`src/rtl/sfft_pkg.sv`:
```
// ============================================================================
// Package  : sfft_pkg
// Brief    : Shared constants and types for the second-FFT request scheduler.
// Revision : 1.0 - initial release
// ============================================================================
`default_nettype none

package sfft_pkg;

  localparam int N_CH   = 128;
  localparam int IDX_W  = $clog2(N_CH);
  localparam int N_SAMP = 16;

  typedef enum logic [1:0] {
    IDLE  = 2'd0,
    ISSUE = 2'd1,
    WAIT  = 2'd2,
    GAP   = 2'd3
  } sched_state_t;

  typedef struct packed {
    logic             msb;
    logic [IDX_W-1:0] index;
  } sched_req_t;

endpackage

`default_nettype wire

```
`src/rtl/sfft_scheduler_if.sv`:
```
// ============================================================================
// Interface : sfft_scheduler_if
// Brief     : Request, transfer and status signals of the scheduler.
// Revision  : 1.0 - initial release
// ============================================================================
`default_nettype none

interface sfft_scheduler_if #(
  parameter int PEND_W = 5
);
  import sfft_pkg::*;

  logic              assert_in;
  logic              assert_msb_in;
  logic [IDX_W-1:0]  assert_index_in;
  logic              fft_ready;
  logic              xfer_data_valid;
  logic              assert_out;
  logic              assert_msb_out;
  logic [IDX_W-1:0]  assert_index_out;
  logic              busy;
  logic [PEND_W-1:0] pending;
  logic              overflow;
  logic [15:0]       drop_count;
  logic              timeout_err;

  modport master (
    output assert_in, assert_msb_in, assert_index_in, fft_ready, xfer_data_valid,
    input  assert_out, assert_msb_out, assert_index_out, busy, pending,
           overflow, drop_count, timeout_err
  );

  modport slave (
    input  assert_in, assert_msb_in, assert_index_in, fft_ready, xfer_data_valid,
    output assert_out, assert_msb_out, assert_index_out, busy, pending,
           overflow, drop_count, timeout_err
  );

endinterface

`default_nettype wire

```
`src/rtl/sched_fifo.sv`:
```
// ============================================================================
// Module   : sched_fifo
// Brief    : Synchronous first-word-fall-through FIFO of scheduler requests.
// Revision : 1.0 - initial release
// ============================================================================
`default_nettype none

module sched_fifo
  import sfft_pkg::*;
#(
  parameter int DEPTH = 16,
  parameter int CNT_W = $clog2(DEPTH + 1)
) (
  input  logic             clk,
  input  logic             rst,
  input  logic             i_push,
  input  sched_req_t       i_wr_data,
  input  logic             i_pop,
  output sched_req_t       o_rd_data,
  output logic             o_full,
  output logic             o_empty,
  output logic [CNT_W-1:0] o_count
);

  localparam int AW = $clog2(DEPTH);

  sched_req_t       r_mem [DEPTH];
  logic [AW-1:0]    r_wr_ptr;
  logic [AW-1:0]    r_rd_ptr;
  logic [CNT_W-1:0] r_count;
  logic             w_push;
  logic             w_pop;

  assign o_full    = (r_count == CNT_W'(DEPTH));
  assign o_empty   = (r_count == '0);
  assign o_count   = r_count;
  assign o_rd_data = r_mem[r_rd_ptr];

  // A full FIFO still takes a write when the head leaves in the same cycle.
  assign w_pop  = i_pop && !o_empty;
  assign w_push = i_push && (!o_full || w_pop);

  always_ff @(posedge clk) begin
    if (w_push) begin
      r_mem[r_wr_ptr] <= i_wr_data;
    end
  end

  always_ff @(posedge clk) begin
    if (rst) begin
      r_wr_ptr <= '0;
      r_rd_ptr <= '0;
      r_count  <= '0;
    end else begin
      if (w_push) r_wr_ptr <= r_wr_ptr + 1'b1;
      if (w_pop)  r_rd_ptr <= r_rd_ptr + 1'b1;
      case ({w_push, w_pop})
        2'b10:   r_count <= r_count + 1'b1;
        2'b01:   r_count <= r_count - 1'b1;
        default: r_count <= r_count;
      endcase
    end
  end

endmodule

`default_nettype wire

```
`src/rtl/sfft_scheduler.sv`:
```
// ============================================================================
// Module   : sfft_scheduler
// Brief    : Queues channel buffer-ready pulses and releases them one at a
//            time to data_transfer when second_fft is ready.
// Config   : SFFT_SCHED_DEDUP_EN - discard pushes already queued ({msb,index})
// Revision : 1.0 - initial release
// ============================================================================
`default_nettype none

module sfft_scheduler
  import sfft_pkg::*;
#(
  parameter int FIFO_DEPTH = 16,
  parameter int TIMEOUT    = 255
) (
  input  logic            clk,
  input  logic            rst,
  sfft_scheduler_if.slave bus
);

  localparam int CNT_W  = $clog2(FIFO_DEPTH + 1);
  localparam int BEAT_W = $clog2(N_SAMP + 1);
  localparam int IDLE_W = $clog2(TIMEOUT + 1);

  sched_state_t      r_state;
  sched_state_t      w_state_nxt;
  sched_req_t        w_push_req;
  sched_req_t        w_head;
  sched_req_t        r_req;
  logic              w_push;
  logic              w_pop;
  logic              w_full;
  logic              w_empty;
  logic              w_dup;
  logic              w_drop;
  logic              w_abort;
  logic [CNT_W-1:0]  w_count;
  logic [BEAT_W-1:0] r_beat_cnt;
  logic [BEAT_W-1:0] w_beat_nxt;
  logic [IDLE_W-1:0] r_idle_cnt;
  logic [IDLE_W-1:0] w_idle_nxt;
  logic              r_assert_out;
  logic              r_msb_out;
  logic [IDX_W-1:0]  r_index_out;
  logic              r_busy;
  logic              r_overflow;
  logic [15:0]       r_drop_count;
  logic              r_timeout_err;

  assign w_push_req = {bus.assert_msb_in, bus.assert_index_in};
  assign w_pop      = (r_state == IDLE) && !w_empty && bus.fft_ready;
  assign w_push     = bus.assert_in && !w_dup;
  assign w_drop     = w_push && w_full && !w_pop;

  sched_fifo #(
    .DEPTH (FIFO_DEPTH)
  ) u_fifo (
    .clk       (clk),
    .rst       (rst),
    .i_push    (w_push),
    .i_wr_data (w_push_req),
    .i_pop     (w_pop),
    .o_rd_data (w_head),
    .o_full    (w_full),
    .o_empty   (w_empty),
    .o_count   (w_count)
  );

`ifdef SFFT_SCHED_DEDUP_EN
  logic [2*N_CH-1:0] r_pend_map;
  logic              w_push_ok;

  // The key leaving this cycle does not block its own re-queue.
  assign w_dup     = r_pend_map[w_push_req] && !(w_pop && (w_head == w_push_req));
  assign w_push_ok = w_push && (!w_full || w_pop);

  always_ff @(posedge clk) begin
    if (rst) begin
      r_pend_map <= '0;
    end else begin
      if (w_pop)     r_pend_map[w_head]     <= 1'b0;
      if (w_push_ok) r_pend_map[w_push_req] <= 1'b1;
    end
  end
`else
  assign w_dup = 1'b0;
`endif

  always_ff @(posedge clk) begin
    if (rst) r_state <= IDLE;
    else     r_state <= w_state_nxt;
  end

  always_comb begin
    w_state_nxt = r_state;
    w_beat_nxt  = r_beat_cnt;
    w_idle_nxt  = r_idle_cnt;
    w_abort     = 1'b0;
    case (r_state)
      IDLE: begin
        if (w_pop) w_state_nxt = ISSUE;
      end
      ISSUE: begin
        w_state_nxt = WAIT;
        w_beat_nxt  = '0;
        w_idle_nxt  = '0;
      end
      WAIT: begin
        if (bus.xfer_data_valid) begin
          w_idle_nxt = '0;
          w_beat_nxt = r_beat_cnt + 1'b1;
          if (r_beat_cnt == BEAT_W'(N_SAMP - 1)) w_state_nxt = GAP;
        end else if (r_idle_cnt == IDLE_W'(TIMEOUT - 1)) begin
          w_abort     = 1'b1;
          w_state_nxt = IDLE;
        end else begin
          w_idle_nxt = r_idle_cnt + 1'b1;
        end
      end
      GAP: begin
        w_state_nxt = IDLE;
      end
      default: begin
        w_state_nxt = IDLE;
      end
    endcase
  end

  always_ff @(posedge clk) begin
    if (rst) begin
      r_beat_cnt    <= '0;
      r_idle_cnt    <= '0;
      r_req         <= '0;
      r_assert_out  <= 1'b0;
      r_msb_out     <= 1'b0;
      r_index_out   <= '0;
      r_busy        <= 1'b0;
      r_overflow    <= 1'b0;
      r_drop_count  <= '0;
      r_timeout_err <= 1'b0;
    end else begin
      r_beat_cnt   <= w_beat_nxt;
      r_idle_cnt   <= w_idle_nxt;
      r_busy       <= (w_state_nxt != IDLE);
      r_assert_out <= (r_state == ISSUE);
      if (w_pop) r_req <= w_head;
      if (r_state == ISSUE) begin
        r_msb_out   <= r_req.msb;
        r_index_out <= r_req.index;
      end
      if (w_drop) begin
        r_overflow <= 1'b1;
        if (r_drop_count != 16'hFFFF) r_drop_count <= r_drop_count + 1'b1;
      end
      if (w_abort) r_timeout_err <= 1'b1;
    end
  end

  assign bus.assert_out       = r_assert_out;
  assign bus.assert_msb_out   = r_msb_out;
  assign bus.assert_index_out = r_index_out;
  assign bus.busy             = r_busy;
  assign bus.pending          = w_count;
  assign bus.overflow         = r_overflow;
  assign bus.drop_count       = r_drop_count;
  assign bus.timeout_err      = r_timeout_err;

endmodule

`default_nettype wire

```
`src/flat_wrapper.sv`:
```
// flat-port wrapper written by rule: the top's interface ports become plain ports
module sfft_scheduler_flat import sfft_pkg::*;
#(
  parameter int FIFO_DEPTH = 16,
  parameter int TIMEOUT    = 255
)
  (clk, rst, bus_assert_in, bus_assert_msb_in, bus_assert_index_in, bus_fft_ready, bus_xfer_data_valid, bus_assert_out, bus_assert_msb_out, bus_assert_index_out, bus_busy, bus_pending, bus_overflow, bus_drop_count, bus_timeout_err);
  sfft_scheduler_if bus_i ();
  input  logic clk;
  input  logic rst;
  input wire logic [$bits(bus_i.assert_in)-1:0] bus_assert_in;
  input wire logic [$bits(bus_i.assert_msb_in)-1:0] bus_assert_msb_in;
  input wire logic [$bits(bus_i.assert_index_in)-1:0] bus_assert_index_in;
  input wire logic [$bits(bus_i.fft_ready)-1:0] bus_fft_ready;
  input wire logic [$bits(bus_i.xfer_data_valid)-1:0] bus_xfer_data_valid;
  output wire logic [$bits(bus_i.assert_out)-1:0] bus_assert_out;
  output wire logic [$bits(bus_i.assert_msb_out)-1:0] bus_assert_msb_out;
  output wire logic [$bits(bus_i.assert_index_out)-1:0] bus_assert_index_out;
  output wire logic [$bits(bus_i.busy)-1:0] bus_busy;
  output wire logic [$bits(bus_i.pending)-1:0] bus_pending;
  output wire logic [$bits(bus_i.overflow)-1:0] bus_overflow;
  output wire logic [$bits(bus_i.drop_count)-1:0] bus_drop_count;
  output wire logic [$bits(bus_i.timeout_err)-1:0] bus_timeout_err;
  assign bus_i.assert_in = bus_assert_in;
  assign bus_i.assert_msb_in = bus_assert_msb_in;
  assign bus_i.assert_index_in = bus_assert_index_in;
  assign bus_i.fft_ready = bus_fft_ready;
  assign bus_i.xfer_data_valid = bus_xfer_data_valid;
  assign bus_assert_out = bus_i.assert_out;
  assign bus_assert_msb_out = bus_i.assert_msb_out;
  assign bus_assert_index_out = bus_i.assert_index_out;
  assign bus_busy = bus_i.busy;
  assign bus_pending = bus_i.pending;
  assign bus_overflow = bus_i.overflow;
  assign bus_drop_count = bus_i.drop_count;
  assign bus_timeout_err = bus_i.timeout_err;
  sfft_scheduler #(.FIFO_DEPTH(FIFO_DEPTH), .TIMEOUT(TIMEOUT)) u_core (.clk(clk), .rst(rst), .bus(bus_i));
endmodule
```
`config.mk`:
```
export PLATFORM = sky130hd
export DESIGN_NAME = sfft_scheduler_flat
export DESIGN_NICKNAME = d
export VERILOG_FILES = /design/src/rtl/sfft_pkg.sv /design/src/rtl/sfft_scheduler_if.sv /design/src/rtl/sched_fifo.sv /design/src/rtl/sfft_scheduler.sv /design/src/flat_wrapper.sv
export SDC_FILE = /design/constraint.sdc
export NUM_CORES = 1
export LEC_CHECK = 0
export ABC_AREA = 1
export BUFFER_PORTS_ARGS = -buffer_cell sky130_fd_sc_hd__buf_2
export CORE_ASPECT_RATIO = 0.75
export CORE_MARGIN = 2
export CORE_UTILIZATION = 39
export CTS_CLUSTER_DIAMETER = 100
export DETAILED_ROUTE_END_ITERATION = 16
export MAX_ROUTING_LAYER = met4
export PLACE_DENSITY_LB_ADDON = 0.15
export SYNTH_ARGS = -nofsm -noshare
export SYNTH_HDL_FRONTEND = slang
export SYNTH_SLANG_ARGS = --single-unit
```
`constraint.sdc`:
```
create_clock -name clk -period 4.3 [get_ports clk]
set_input_delay 0.86 -clock clk [delete_from_list [all_inputs] [get_ports clk]]
set_output_delay 0.86 -clock clk [all_outputs]
set_load 0.02 [all_outputs]
```
==> results of run 1 <==
-- placed cells by master, fill, tap and decap left out, types with 3 or more instances in the layout --
cell,synthesis,final
sky130_fd_sc_hd__nor2_1,153,153
sky130_fd_sc_hd__edfxtp_1,128,128
sky130_fd_sc_hd__nand2_1,84,84
sky130_fd_sc_hd__o21ai_0,69,69
sky130_fd_sc_hd__dfxtp_1,64,63
sky130_fd_sc_hd__inv_1,62,62
sky130_fd_sc_hd__buf_2,11,45
sky130_fd_sc_hd__nand3_1,34,34
sky130_fd_sc_hd__o211ai_1,31,31
sky130_fd_sc_hd__o21ai_1,28,28
sky130_fd_sc_hd__a21oi_1,26,26
sky130_fd_sc_hd__clkbuf_16,0,17
sky130_fd_sc_hd__ha_1,16,16
sky130_fd_sc_hd__o221ai_1,10,10
sky130_fd_sc_hd__o22ai_1,9,9
sky130_fd_sc_hd__nand4_1,8,8
sky130_fd_sc_hd__inv_2,7,7
sky130_fd_sc_hd__xor2_1,5,5
sky130_fd_sc_hd__nor3_1,4,4
sky130_fd_sc_hd__clkinv_1,2,4
sky130_fd_sc_hd__inv_6,0,4
sky130_fd_sc_hd__xnor2_1,3,3
sky130_fd_sc_hd__o21a_1,3,3
sky130_fd_sc_hd__clkinvlp_4,0,3
-- power by group through the flow --
stage / Sequential [W] / Combinational, W / Clock, W
2_1_floorplan: 0.00232 / 0.00100 / 0
3_3_place_gp: 0.00227 / 0.00148 / 0
3_5_place_dp: 0.00228 / 0.00149 / 0
4_1_cts: 0.00224 / 0.00150 / 0.00161
5_1_grt: 0.00226 / 0.00169 / 0.00168
6_report: 0.00224 / 0.00151 / 0.00158
-- per-layer routing --
metal  up-vias  wire, um
li1       2837         -
met1      2897      9620
met2       202      9170
met3        15      1220
met4         0       186
met5         -         0
-- cells by family (layout without fill, tap and decap cells) --
group / Yosys count / count (layout) / synth area share, %
buffers and inverters: 108 / 150 / 5.33
AND/OR/NAND/NOR: 293 / 293 / 14.9
flip-flops: 192 / 192 / 62.9
AO/OA/AOI/OAI: 185 / 185 / 13.6
adder cells (fa/ha/maj): 16 / 16 / 2.46
XOR/XNOR: 8 / 8 / 0.860
-- worst reg2reg max path, cell delays in order, from the launching register on --
cell and delay, ps:
sky130_fd_sc_hd__dfxtp_1 310, sky130_fd_sc_hd__buf_4 410, sky130_fd_sc_hd__inv_1 480, sky130_fd_sc_hd__o21ai_0 250, sky130_fd_sc_hd__o22ai_1 130, sky130_fd_sc_hd__o211ai_1 370
sky130_fd_sc_hd__nand3_1 150, sky130_fd_sc_hd__o211ai_1 120, sky130_fd_sc_hd__inv_1 60
-- flip-flops by register name (all words and copies together) (netlist names) --
name	count
u_core.bus.assert_index_out	7
u_core.bus.assert_msb_out	1
u_core.bus.assert_out	1
u_core.bus.busy	1
u_core.bus.drop_count	16
u_core.bus.overflow	1
u_core.bus.timeout_err	1
u_core.r_beat_cnt	5
u_core.r_idle_cnt	8
u_core.r_req	8
u_core.r_state	2
u_core.u_fifo.o_count	5
u_core.u_fifo.r_mem	128
u_core.u_fifo.r_rd_ptr	4
u_core.u_fifo.r_wr_ptr	4
-- metrics by stage --
step | setup WS [ps] | total power (W) | util (%) | hold slack, ps
2_1_floorplan | 2160 | 0.00333 | - | 447
3_3_place_gp | 1680 | 0.00375 | 42.1 | 447
3_5_place_dp | 1610 | 0.00377 | 42.1 | 457
4_1_cts | 1940 | 0.00534 | 44.9 | 467
5_1_grt | 1710 | 0.00563 | 44.9 | 499
6_report | 1930 | 0.00533 | 44.9 | 467
-- area by class of cell --
class | instances | area, um2 | share of cell area, %
clock buffer | 18 | 429 | 4.69
multi-input combinational | 502 | 2590 | 28.3
timing repair buffer | 47 | 240 | 2.62
inverter | 71 | 267 | 2.91
tap | 282 | 353 | 3.85
sequential | 192 | 5130 | 56.0
clock inverter | 14 | 153 | 1.67
-- cell usage after synthesis, types with 2 or more instances --
library cell and instances:
sky130_fd_sc_hd__clkbuf_1 21, sky130_fd_sc_hd__nor3_1 4, sky130_fd_sc_hd__nand2_2 2, sky130_fd_sc_hd__o21ai_1 28, sky130_fd_sc_hd__a21oi_1 26, sky130_fd_sc_hd__dfxtp_1 64
sky130_fd_sc_hd__o211ai_1 31, sky130_fd_sc_hd__nand4_1 8, sky130_fd_sc_hd__o21a_1 3, sky130_fd_sc_hd__buf_1 3, sky130_fd_sc_hd__ha_1 16, sky130_fd_sc_hd__o221ai_1 10
sky130_fd_sc_hd__nand2_1 84, sky130_fd_sc_hd__clkinv_1 2, sky130_fd_sc_hd__nor2_1 153, sky130_fd_sc_hd__xor2_1 5, sky130_fd_sc_hd__o22ai_1 9, sky130_fd_sc_hd__buf_6 2
sky130_fd_sc_hd__nand3_1 34, sky130_fd_sc_hd__edfxtp_1 128, sky130_fd_sc_hd__inv_2 7, sky130_fd_sc_hd__buf_2 11, sky130_fd_sc_hd__nor4_1 2, sky130_fd_sc_hd__o21ai_0 69
sky130_fd_sc_hd__xnor2_1 3, sky130_fd_sc_hd__inv_1 62
-- worst max-delay path by stage --
stage               slack (ps)                         end                      start  cells past startpoint
floorplan                 2160  u_core.u_fifo.r_mem[11][0]              bus_fft_ready                      6
global placement          1680   u_core.u_fifo.r_mem[3][0]              bus_fft_ready                      7
detailed placement        1610  u_core.u_fifo.r_mem[15][1]              bus_fft_ready                      7
CTS                       1940   u_core.u_fifo.r_mem[3][3]          u_core.r_state[0]                      8
global route              1710   u_core.u_fifo.r_mem[3][7]          u_core.r_state[0]                      8
finish                    1930             u_core.r_req[5]  u_core.u_fifo.r_rd_ptr[1]                      8
==> PnR_summary.wiki, run 1 <==
{| class="wikitable"
! Metric !! Value
|-
| Run status || finished, final reports clean
|-
| Hold buffer count at cts || 0
|-
| Proportion of total power due to net switching || 35.7%
|-
| Standard cell area after detailed placement || 8580 um2
|-
| Peak Freq || 0.421 GHz
|-
| R2r endpoint || u_core.r_req[5]
|-
| Transition time at the pin with the least slew margin || 1200 ps
|-
| Die outline height || 129 um
|-
| Top Family by Delay on Critical Path || buffers and inverters
|-
| Cells after synthesis || 802
|-
| Number of rows created at floorplan || 45
|-
| Power per Cell Area || 582 nW/um2
|-
| Leakage component of the power || 3.40 nW
|-
| Layout filler cell count || 1,943
|-
| RSZ-0062 raised after global routing || false
|-
| Post-detailed-route via-to-cell ratio || 5.29
|-
| Sink count of the clock tree || 192
|-
| Port Buffer Count || 45
|-
| GRT Resource Usage Total || 19.5%
|-
| Fraction of met3 tracks used by global routing || 4.92%
|-
| Global routing met1 resource utilization || 27.2%
|-
| Net Switching || 0.00190 W
|-
| Total Die Area || 22,100 um2
|-
| CTS-repair resized insts || 0
|-
| M2 GR Usage || 28.4%
|-
| Post-synth top area share || 47.2%
|-
| Type of the tightest min-delay check || flip-flop to flip-flop
|-
| CTS tree || done
|-
| Vias || 5,951
|-
| Fraction of layout cells with a size suffix above 1 || 11.3%
|-
| Library cell with the largest summed area after synthesis || sky130_fd_sc_hd__edfxtp_1
|-
| Post-route DRC violation count || 0
|-
| Flop and latch count out of synthesis || 192
|-
| Placeable Area || 20,400 um2
|-
| Largest net degree at the start of global routing || 67
|-
| Area overhead of the layout relative to synthesis || 12.4%
|-
| First-pass GRT wire length || 31.4 mm
|-
| Number of setup violations in the final report || 0
|-
| Peak supply drop || 0.408 mV
|-
| Clock period minus worst slack || 2370 ps
|-
| Synthesis warning total || 0
|-
| Worst setup skew after layout || 14.8 ps
|-
| Top Ports || 46
|-
| Required time reported for the critical path endpoint || 4620 ps
|-
| Part of the Yosys area used for sequential elements || 62.9%
|-
| Max-cap violation count || 0
|-
| Min-Delay Path Depth || 2
|-
| TritonRoute pass-1 iters || 5
|-
| Setup Fix Bufs, Post-CTS || 0
|-
| Crit Path Category || flip-flop to flip-flop
|-
| GRT overflow || 0
|-
| Total number of H-tree levels || 4
|-
| Clock latency on the worst-skew pair || 440 ps
|-
| Synthesized net count || 831
|-
| Worst min-delay path startpoint || u_core.bus.overflow
|-
| Most Crowded Layer GR || met2
|-
| Final setup TNS || 0 ps
|-
| Slowest cell delay on critical path || 460 ps
|-
| Mean Syn Cell Area || 10.2 um2
|-
| Buffer depth of the longest clock path || 2
|-
| Cell with the largest stage delay on the worst path || sky130_fd_sc_hd__inv_1
|-
| Starting density of the core || 40.0%
|-
| Buffers plus inverters on the worst setup path || 3
|-
| Number of nets still failing antenna checks after routing || 0
|-
| Total count of max-transition violations in the final report || 0
|-
| Ratio of final minimum period to clock period || 55.2%
|-
| Distinct cell type count of the synthesized netlist || 41
|-
| Buffer cell driving the clock tree root || sky130_fd_sc_hd__clkbuf_16
|-
| Horiz. Die Dim || 171 um
|-
| Clock transition at the register clock pins on the worst setup and hold paths after CTS || 70 ps
|-
| Final instance area || 9160 um2
|-
| Cell area after synthesis || 8150 um2
|-
| Number of nets in the finished design || 860
|-
| Highest fanout seen on the critical path || 48
|-
| Fraction of registers with async set or reset after synthesis || 0%
|-
| Kind of start point of the critical path || flip-flop
|-
| Part of the power in combinational logic || 28.3%
|-
| Proportion of power drawn by the clock network || 29.7%
|-
| Non-filler instance count after layout || 1,126
|-
| Number of hold violations in the final report || 0
|-
| Number of antenna violations at the first check in global routing || 0
|-
| Critical path capture point type || flip-flop
|-
| EDFF count, synth || 128
|-
| Half-perimeter wire length after placement || 13.1 mm
|-
| Number of clock buffers inserted by TritonCTS || 17
|-
| Worst R2R Start || u_core.u_fifo.r_rd_ptr[1]
|-
| Total length of routed wires || 20.2 mm
|-
| Destination of the worst hold path || u_core.bus.overflow
|-
| Tightest slew margin relative to the limit || 19.9%
|-
| Flop pwr share || 42.0%
|-
| Antenna fix cells || 0
|-
| Cell Int Power || 0.00343 W
|-
| Vias in the first global route || 5,608
|-
| Placer congestion estimate || 0.913
|-
| Worst endpoint data arrival time || 2690 ps
|-
| Depth of the worst register-to-register path || 8
|-
| Instance count after placement with tap cells included || 1,094
|-
| Final routed wire length divided by cell count || 17.9 um
|-
| Most frequently used flop master after synthesis || sky130_fd_sc_hd__edfxtp_1
|-
| Iteration-0 DRC count of the detailed router || 595
|-
| List of cells traversed by the critical path || buf_4 > inv_1 > o21ai_0 > o22ai_1 > o211ai_1 > nand3_1 > o211ai_1 > inv_1
|-
| Main area contributors after synthesis || sky130_fd_sc_hd__edfxtp_1, sky130_fd_sc_hd__dfxtp_1, sky130_fd_sc_hd__nor2_1, sky130_fd_sc_hd__o21ai_0, sky130_fd_sc_hd__nand2_1
|-
| Register-to-register path setup slack || 1930 ps
|}
Power figures use the tool's default switching activity.
==> run 2: changes to the inputs <==
==> constraint.sdc (replaced) <==
create_clock -name clk -period 2.5 [get_ports clk]
set_input_delay 0.5 -clock clk [delete_from_list [all_inputs] [get_ports clk]]
set_output_delay 0.5 -clock clk [all_outputs]
set_load 0.02 [all_outputs]
==> run 2 against run 1 <==
Against the previous run:
- first-iteration DRC count decreased by 19%
- die area unchanged
- sequential share of layout area fell by 1.5 points
- maximum frequency increased by 13%
- flip-flop and latch count stayed put
- critical path depth up 4
- register-to-register slack worse by 1500 ps
- highest routed layer unchanged
- count of clock-buffer cells in the layout fell by 1
- cell area rose by 2.7%
==> PnR_summary.wiki, run 2 (synthesis gave the netlist of run 1 again) <==
{| class="wikitable"
! Metric !! Value
|-
| Horiz. Die Dim || 171 um
|-
| Peak supply drop || 0.513 mV
|-
| Peak Freq || 0.478 GHz
|-
| Hold buffer count at cts || 0
|-
| Setup Fix Bufs, Post-CTS || 0
|-
| Net Switching || 0.00331 W
|-
| Post-Place Worst Slack || 406 ps
|-
| First-pass GRT wire length || 30.5 mm
|-
| Area overhead of the layout relative to synthesis || 15.4%
|-
| Number of nets still failing antenna checks after routing || 0
|-
| Post-Route Utilization || 46.1%
|-
| Clock period minus worst slack || 2090 ps
|-
| Total count of max-transition violations in the final report || 0
|-
| GRT Resource Usage Total || 18.8%
|-
| Tightest slew margin relative to the limit || 46.0%
|-
| Number of rows created at floorplan || 45
|-
| Kind of start point of the critical path || flip-flop
|-
| Flop pwr share || 41.3%
|-
| CTS-repair resized insts || 0
|-
| Cell Int Power || 0.00603 W
|-
| Flip-flop count of the largest register after layout || 128
|-
| Most frequent cells in the layout || sky130_fd_sc_hd__nor2_1, sky130_fd_sc_hd__edfxtp_1, sky130_fd_sc_hd__nand2_1
|-
| Sink count of the clock tree || 192
|-
| Top Ports || 46
|-
| Crit path setup slack, layout || 408 ps
|-
| Final instance area || 9400 um2
|-
| Type of the tightest min-delay check || primary input to flip-flop
|-
| Worst endpoint data arrival time || 2420 ps
|-
| Number of hold violations in the final report || 0
|-
| Layout filler cell count || 1,931
|-
| Number of nets in the finished design || 883
|-
| Largest net degree at the start of global routing || 65
|-
| Worst setup skew after layout || 14.5 ps
|-
| Post-route DRC violation count || 0
|-
| Starting density of the core || 40.0%
|-
| Final routed wire length divided by cell count || 16.8 um
|-
| Max-cap violation count || 0
|-
| Clock transition at the register clock pins on the worst setup and hold paths after CTS || 80 ps
|-
| Proportion of total power due to net switching || 35.5%
|-
| Post-detailed-route via-to-cell ratio || 5.14
|-
| Total length of routed wires || 19.3 mm
|-
| Clock latency on the worst-skew pair || 430 ps
|-
| Iteration-0 DRC count of the detailed router || 481
|-
| Crit Path Category || flip-flop to flip-flop
|-
| Run status || finished, final reports clean
|-
| Vias || 5,906
|-
| Number of clock buffers inserted by TritonCTS || 17
|-
| Transition time at the pin with the least slew margin || 809 ps
|-
| Final setup TNS || 0 ps
|-
| Half-perimeter wire length after placement || 12.6 mm
|-
| Largest register by flop count || u_core.u_fifo.r_mem
|-
| Standard cell area after detailed placement || 8790 um2
|-
| Required time reported for the critical path endpoint || 2830 ps
|-
| Ratio of final minimum period to clock period || 83.7%
|-
| Total Die Area || 22,100 um2
|-
| Critical path capture point type || flip-flop
|-
| Highest fanout seen on the critical path || 5
|-
| Most common library cell in the layout ignoring fill and taps || sky130_fd_sc_hd__nor2_1
|-
| Vias in the first global route || 5,687
|-
| Buffer depth of the longest clock path || 2
|-
| Placeable Area || 20,400 um2
|-
| Placer congestion estimate || 0.857
|-
| Port Buffer Count || 45
|-
| TritonRoute pass-1 iters || 5
|-
| Part of the power in combinational logic || 28.6%
|-
| Power per Cell Area || 994 nW/um2
|-
| Number of setup violations in the final report || 0
|-
| Min Hold Slack || 474 ps
|-
| Number of antenna violations at the first check in global routing || 0
|-
| RSZ-0062 raised after global routing || false
|-
| CTS tree || done
|-
| Buffer cell driving the clock tree root || sky130_fd_sc_hd__clkbuf_16
|-
| GRT overflow || 0
|-
| Leakage component of the power || 3.56 nW
|-
| Proportion of power drawn by the clock network || 30.1%
|-
| Die outline height || 129 um
|-
| Fraction of layout cells with a size suffix above 1 || 14.0%
|-
| Total number of H-tree levels || 4
|}
==> run 2: cell types whose count changed in the layout (fill, tap and decap cells not counted) <==
cell,previous run,this run
sky130_fd_sc_hd__buf_4,2,22
sky130_fd_sc_hd__clkinvlp_4,3,0
sky130_fd_sc_hd__diode_2,0,1
sky130_fd_sc_hd__clkinv_8,0,1
sky130_fd_sc_hd__clkinv_4,0,2
sky130_fd_sc_hd__clkbuf_1,1,0
sky130_fd_sc_hd__inv_6,4,5
sky130_fd_sc_hd__inv_8,2,4
sky130_fd_sc_hd__buf_12,0,3
sky130_fd_sc_hd__clkinv_1,4,2
==> run 2: cell type report <==
class,count,area (um2),area share [%]
inverters,71,267,2.83
diodes,1,2.50,0.0266
clock buffers,17,425,4.52
clock inverters,15,188,2.00
repair buffers,70,450,4.79
well taps,282,353,3.75
multi-input cells,502,2590,27.6
flip-flops and latches,192,5130,54.5
==> run 2: layer usage <==
layer | part of all wire (%) | global-route usage [%]
met2 | 46 | 28.8
met4 | 1.4 | 5.43
met1 | 48 | 25.6
met3 | 5.0 | 3.79
met5 | 0 | -
==> run 2: path summary, 6_finish.rpt <==
kind              cells past startpoint  slack (ps)                   start                        end
setup reg to reg                     12         410       u_core.r_state[0]   u_core.u_fifo.o_count[4]
setup / recovery                     12         410       u_core.r_state[0]   u_core.u_fifo.o_count[4]
hold reg to reg                       2         480     u_core.bus.overflow        u_core.bus.overflow
hold / removal                        1         470  bus_assert_index_in[1]  u_core.u_fifo.r_mem[5][1]
==> run 2: power groups by stage <==
stage               sequential, W  clock, W  combinational (W)
global route              0.00389   0.00299            0.00302
floorplan                 0.00400         0            0.00173
CTS                       0.00386   0.00288            0.00269
detailed placement        0.00392         0            0.00267
global placement          0.00391         0            0.00263
finish                    0.00385   0.00281            0.00267
==> run 2: worst max-delay path, stage by stage, from the launching register on <==
cell	delay, ps
sky130_fd_sc_hd__dfxtp_1	350
sky130_fd_sc_hd__inv_1	100
sky130_fd_sc_hd__ha_1	220
sky130_fd_sc_hd__nand2_1	90
sky130_fd_sc_hd__inv_1	80
sky130_fd_sc_hd__nand3_1	170
sky130_fd_sc_hd__inv_1	70
sky130_fd_sc_hd__ha_1	330
sky130_fd_sc_hd__or2_2	290
sky130_fd_sc_hd__nand3_1	110
sky130_fd_sc_hd__nand3_1	80
sky130_fd_sc_hd__nand2_1	60
sky130_fd_sc_hd__nor2_1	50
==> run 2: metrics by stage <==
stage / total power (W) / std cells
finish: 0.00934 / 1150
global route: 0.00990 / 1149
CTS: 0.00943 / 1149
detailed placement: 0.00660 / 1117
global placement: 0.00654 / 1117
floorplan: 0.00572 / 802
